`config.mk`:
```
export PLATFORM = sky130hd
export DESIGN_NAME = ripple_accumulator
export DESIGN_NICKNAME = d
export VERILOG_FILES = /design/src/rtl/ripple_accumulator.sv
export SDC_FILE = /design/constraint.sdc
export NUM_CORES = 1
export LEC_CHECK = 0
export ABC_AREA = 1
export CORE_AREA = 2 2 39 41
export DETAILED_ROUTE_END_ITERATION = 16
export DIE_AREA = 0 0 41 43
export PLACE_DENSITY = 0.7
export SETUP_SLACK_MARGIN = 0.4
export SYNTH_ARGS = -nofsm -noshare
export SYNTH_HDL_FRONTEND = slang
export SYNTH_SLANG_ARGS = --single-unit
export TNS_END_PERCENT = 100
```
`constraint.sdc`:
```
create_clock -name i_clk -period 2.6 [get_ports i_clk]
set_input_delay 0.39 -clock i_clk [delete_from_list [all_inputs] [get_ports i_clk]]
set_output_delay 0.39 -clock i_clk [all_outputs]
set_load 0.02 [all_outputs]
```
`src/rtl/ripple_accumulator.sv`:
```
// ============================================================================
// Module   : ripple_accumulator (with ripple_adder_prim)
// Brief    : Sums COUNT unsigned operands per frame over valid/ready streams,
//            with a sticky per-frame carry-out flag.
// Revision : 1.0 - initial release
// ============================================================================
`default_nettype none

module ripple_adder_prim #(
  parameter int WIDTH = 4
) (
  input  logic [WIDTH-1:0] i_data0,
  input  logic [WIDTH-1:0] i_data1,
  input  logic             i_carry,
  output logic [WIDTH-1:0] sum,
  output logic             co
);

  logic [WIDTH:0] w_c;

  assign w_c[0] = i_carry;

  for (genvar i = 0; i < WIDTH; i++) begin : g_bit
    assign sum[i]   = i_data0[i] ^ i_data1[i] ^ w_c[i];
    assign w_c[i+1] = (i_data0[i] & i_data1[i]) | (w_c[i] & (i_data0[i] ^ i_data1[i]));
  end

  assign co = w_c[WIDTH];

endmodule

module ripple_accumulator #(
  parameter int WIDTH = 4,
  parameter int COUNT = 4
) (
  input  logic             i_clk,
  input  logic             i_rst,
  input  logic             i_clear,
  input  logic             i_valid,
  output logic             o_ready,
  input  logic [WIDTH-1:0] i_data,
  output logic             o_valid,
  input  logic             i_ready,
  output logic [WIDTH-1:0] o_sum,
  output logic             o_carry
);

  localparam int CNT_W = $clog2(COUNT + 1);

  localparam logic [0:0]       c_st_acc = 1'b0;
  localparam logic [0:0]       c_st_out = 1'b1;
  localparam logic [CNT_W-1:0] c_last   = CNT_W'(COUNT - 1);
  localparam logic [CNT_W-1:0] c_one    = CNT_W'(1);

  logic [WIDTH-1:0] r_acc;
  logic             r_ovf;
  logic [CNT_W-1:0] r_cnt;
  logic [0:0]       r_state;

  logic [WIDTH-1:0] w_sum;
  logic             w_co;
  logic             w_in_xfer;
  logic             w_out_xfer;

  ripple_adder_prim #(
    .WIDTH (WIDTH)
  ) u_adder (
    .i_data0 (r_acc),
    .i_data1 (i_data),
    .i_carry (1'b0),
    .sum     (w_sum),
    .co      (w_co)
  );

  // Handshakes decode from state only, so no input-to-output combinational path.
  assign o_ready    = (r_state == c_st_acc);
  assign o_valid    = (r_state == c_st_out);
  assign w_in_xfer  = i_valid && o_ready;
  assign w_out_xfer = o_valid && i_ready;

  always_ff @(posedge i_clk or posedge i_rst) begin
    if (i_rst) begin
      r_acc   <= '0;
      r_ovf   <= 1'b0;
      r_cnt   <= '0;
      r_state <= c_st_acc;
    end else if (i_clear) begin
      // Abort wins over both handshakes that might coincide with it.
      r_acc   <= '0;
      r_ovf   <= 1'b0;
      r_cnt   <= '0;
      r_state <= c_st_acc;
    end else if (w_in_xfer) begin
      r_acc <= w_sum;
      r_ovf <= r_ovf | w_co;
      if (r_cnt == c_last) begin
        r_cnt   <= '0;
        r_state <= c_st_out;
      end else begin
        r_cnt <= r_cnt + c_one;
      end
    end else if (w_out_xfer) begin
      r_acc   <= '0;
      r_ovf   <= 1'b0;
      r_state <= c_st_acc;
    end
  end

  assign o_sum   = r_acc;
  assign o_carry = r_ovf;

endmodule

`default_nettype wire
```
=== Yosys cells after proc, flatten, opt, wreduce, memory -nomap -nowiden ===
Cells that the tools add are included.
Widths: inputs -> output; s select.

* Bits in registers: 9
* Memories: 0
* Input bits: 9
* Bits in latches: 0
* ROM bits: 0
* RAM bits: 0
* Logic and storage cells: 43
* Output and inout bits: 7

* Muxes and demuxes: 12
* Bitwise gates (word level): 19
* Divide/modulo/power cells: 0
* Shift operators: 0
* Equal/unequal tests: 2
* Multipliers: 0
* Reductions and logical operators: 5
* Add/sub/neg operators: 1
* $lt $le $gt $ge: 0

{| class="wikitable"
|+ Operators with widths
! cell !! count
|-
| $mux 4 || 3
|-
| $mux 3 || 3
|-
| $and 1x1->1 || 7
|-
| $xor 1x1->1 || 7
|-
| $mux 1 || 6
|-
| $or 1x1->1 || 4
|-
| $add 3x1->3 const B || 1
|-
| $eq 3x2->1 const B || 1
|-
| $ne 3x2->1 const B || 1
|-
| $reduce_bool 3->1 || 1
|-
| $logic_and 1x1->1 || 2
|-
| $reduce_and 2->1 || 1
|-
| $reduce_bool 2->1 || 1
|-
| $not 1->1 || 1
|}

=== Depth between registers and ports, before layout ===
* Word-level depth: 10
* Gate-level depth with buffers: 6
* Gate-level depth less buffers: 6

=== Cells and area by module ===
From an unflattened synthesis, not the netlist that was laid out.

* Cells, all modules: 65
* Area total of the unflattened synthesis: 539.3 um^2

{| class="wikitable"
|+ Modules (own cells, without submodules)
! module !! area each (um^2) !! instances !! cells an instance
|-
| ripple_accumulator || 421.7 || 1 || 51
|-
| ripple_adder_prim || 117.6 || 1 || 14
|}

=== Least setup slack after synthesis ===
OpenSTA, ideal clock, no wires.

* Path kind: register to register
* Start: reg r_acc[0] (netlist: o_sum[0])
* End: reg r_acc[3] (netlist: o_sum[3])
* Arrival: 1999 ps
* Slack: 525 ps
* Stages on the path, launching flop included: 7
* Path buffers: 0
* Period minus slack after synthesis: 2075 ps
* Cell sequence: dfrtp_1 > ha_1 > fa_1 > fa_1 > fa_1 > nand2_1 > o21ai_1

* Word-level cells in the longest chain between the ends: 8

{| class="wikitable"
|+ RTL lines
! what !! RTL line !! source
|-
| from (decl) || 55 || <nowiki>logic [WIDTH-1:0] r_acc;</nowiki>
|-
| from (signal assigned) || 94 || <nowiki>r_acc <= w_sum;</nowiki>
|-
| $and 1x1->1 (2 in a row) || 25 || <nowiki>assign w_c[i+1] = (i_data0[i] & i_data1[i]) | (w_c[i] & (i_data0[i] ^ i_data1[i]));</nowiki>
|-
| $or 1x1->1 || 25 ||
|-
| $and 1x1->1 || 25 ||
|-
| $or 1x1->1 || 25 ||
|-
| $xor 1x1->1 || 24 || <nowiki>assign sum[i] = i_data0[i] ^ i_data1[i] ^ w_c[i];</nowiki>
|-
| $mux 4 || 93 || <nowiki>end else if (w_in_xfer) begin</nowiki>
|-
| $mux 4 || 87 || <nowiki>end else if (i_clear) begin</nowiki>
|}

Every way passes these cells.
A chain may end at the register's enable or synchronous reset.

=== Final worst setup path ===
* Start: in i_data[0]
* End: reg r_acc[3] (netlist: o_sum[3])

* Word-level cells in the longest chain between the ends: 8

{| class="wikitable"
|+ RTL lines
! what !! RTL line !! source
|-
| from (decl) || 41 || <nowiki>input logic [WIDTH-1:0] i_data,</nowiki>
|-
| $and 1x1->1 (2 in a row) || 25 ||
|-
| $or 1x1->1 || 25 ||
|-
| $and 1x1->1 || 25 ||
|-
| $or 1x1->1 || 25 ||
|-
| $xor 1x1->1 || 24 ||
|-
| $mux 4 || 93 ||
|-
| $mux 4 || 87 ||
|}

Every way passes these cells.

==> impl_metrics.env <==
export IMPL_vias=413
export IMPL_dr_pass1_iters=4
export IMPL_hold_buffers=0
export IMPL_drv_cap=0
export IMPL_rsz0062_at_grt="false"
export IMPL_cts_sinks=9
export IMPL_fin_total_pwr_uw=398
export IMPL_overflow=0
export IMPL_ant_nets=0
export IMPL_dp_slack_ns=0.0691
export IMPL_pin_count=16
export IMPL_yosysSeqAreaShare=0.460
export IMPL_htreeDepth=1
export IMPL_path_cells="clkdlybuf4s50_1 > ha_2 > fa_2 > fa_2 > fa_1 > nand2_1 > o21ai_1"
export IMPL_required_ns=2.79
export IMPL_hold_class="primary input to asynchronous set/reset pin"
export IMPL_cp_end_kind="flop"
export IMPL_syn_nets=68
export IMPL_relSlewSlack=0.767
export IMPL_cts_tree="yes"
export IMPL_drt_vias_per_instance=4.64
export IMPL_fillers=128
export IMPL_timing_setup_tns_ns=0
export IMPL_die_height_um=43
export IMPL_slowest_stage="fa_1"
export IMPL_ys_ff_latch=9
export IMPL_synthCells=54
export IMPL_clock_latency_ns=0.26
export IMPL_skew_ns=0.00474
export IMPL_grt_pass1_vias=425
export IMPL_setup_viol=0
export IMPL_die_w_um=41
export IMPL_synth_top_area_share=0.460
export IMPL_hold_viol_final=0
export IMPL_crit_arrival_ns=2.30
export IMPL_synth_area_leaders="dfrtp_1 46%, fa_1 12%, nand2_1 10%, o21ai_1 7.2%, inv_1 5.4%"
export IMPL_syn_to_final_growth_pct=41.7
export IMPL_ff2ff_setup_slack_ns=0.63
export IMPL_r2r_start="o_sum[0]"
export IMPL_nets=88
export IMPL_gp_congestion=0.719
export IMPL_first_iter_violations=3
export IMPL_timing_rr_end="o_sum[3]"
export IMPL_path_class="primary input to flop"
export IMPL_crit_top_cell="fa_2"
export IMPL_fmax_mhz=474
export IMPL_critPathMaxStageDelay_ns=0.50
export IMPL_grt_util_all_layers=0.148
export IMPL_initial_core_util=0.354
export IMPL_p_leak_uw=0.000321
export IMPL_dpl_cell_area_sq_um=659
export IMPL_rows=14
export IMPL_status="complete, no violations"
export IMPL_wirelength_um=990
export IMPL_cp_max_fo=1
export IMPL_period_minus_slack_ns=2.11
export IMPL_dieArea_sq_um=1760
export IMPL_mostFrequentLayoutCell="clkdlybuf4s50_1"
export IMPL_syn_cell_area_sq_um=489
export IMPL_clk_pin_slew_ns=0.06
export IMPL_cts_root_buffer="clkbuf_4"
export IMPL_cts_buffers=3
export IMPL_fin_ws_ns=0.492
export IMPL_antenna_found_initial=0
export IMPL_drv_slew=0
export IMPL_drc_errors=0
export IMPL_final_cell_mix="15 x clkdlybuf4s50_1, 13 x nand2_1, 9 x dfrtp_1"
export IMPL_ys_types=12
export IMPL_finish_utilization=0.501
export IMPL_vdd_drop_max_mv=0.270
export IMPL_cellPowerDensity_nw_per_um2=574
export IMPL_final_layout_size_suffix_gt1_frac=0.178
export IMPL_port_buffers=15
export IMPL_final_cell_area_sq_um=693
export IMPL_antenna_cells=0
export IMPL_grt_pass1_wl_um=1680
export IMPL_reg2reg_depth=6
export IMPL_grt_max_degree=10
export IMPL_avgSynthCellArea_sq_um=9.06
export IMPL_fin_crit_sh=0.811
export IMPL_critPathLaunch="i_data[0]"
export IMPL_worst_slew_pin_slew_ns=0.349
export IMPL_ys_warn_count=0
export IMPL_hpwl_um=789
export IMPL_avgRoutedWirePerCell_um=11.1
export IMPL_setup_worst_path_start_class="primary input"
export IMPL_yosysTopAreaCell="dfrtp_1"
export IMPL_coreArea_sq_um=1380
export IMPL_clock_path_buffers=2
==> worst max path at each step <==
stage                          end  slack (ns)  cells after the start
final                     o_sum[3]        0.49                      7
after floorplan           o_sum[3]        0.52                      6
after global routing      o_sum[3]        0.40                      7
after CTS                 o_sum[3]        0.40                      7
after global placement    o_sum[3]        0.14                      7
after detailed placement  o_sum[3]        0.07                      7
==> cell type report <==
class / count / area [sq um] / area share
clock buffers: 4 / 26.3 / 0.0379
inverters: 10 / 37.5 / 0.0542
multi-input cells: 35 / 234 / 0.338
flip-flops and latches: 9 / 225 / 0.325
well taps: 16 / 20.0 / 0.0289
repair buffers: 15 / 150 / 0.217
==> through the flow <==
stage,hold slack (ns),cells
3_3_place_gp,0.466,85
5_1_grt,0.437,89
2_1_floorplan,0.218,54
6_report,0.382,89
4_1_cts,0.391,89
3_5_place_dp,0.476,85
==> sequential cells by signal, indices dropped and copies added (netlist names) <==
signal,count
o_valid,1
o_carry,1
o_sum,4
r_cnt,3
==> synthesized netlist by cell type, drive strengths merged <==
cell   number
nand2      14
inv        10
dfrtp       9
o21ai       7
nand3       6
fa          3
nor2        3
ha          2
==> power by group <==
group,total (uW),switching (uW),internal [uW]
Combinational,117,60.7,56.6
Sequential,170,15.4,155
Clock,110,50.6,59.3
==> routing by layer <==
metal	global-route usage	wire, um	vias to the layer above
met5	0	0	-
met4	0.120	33	0
met3	0.0366	82	4
met2	0.228	484	14
met1	0.158	389	188
li1	-	-	207
==> critical path, delay by kind of cell <==
family / cells / cell delay, ns
adder cells (fa/ha/maj): 4 / 1.36
buffers and inverters: 1 / 0.41
AO/OA/AOI/OAI: 1 / 0.08
AND/OR/NAND/NOR: 1 / 0.05
==> cells by family (layout without fill, tap and decap cells) <==
logic type               Yosys count  count (layout)  share of synthesized area
AND/OR/NAND/NOR                   23              23                      0.217
buffers and inverters             10              29                     0.0767
flip-flops                         9               9                      0.460
AO/OA/AOI/OAI                      7               7                     0.0716
adder cells (fa/ha/maj)            5               5                      0.174
==> repair_timing <==
action | 4_1_cts | 5_1_grt
buffers inserted | 0 | 0
resized for setup | 1 | 2
endpoints found under the setup margin | 2 | 2
hold endpoints to repair | 0 | 0
Power figures use the tool's default switching activity.
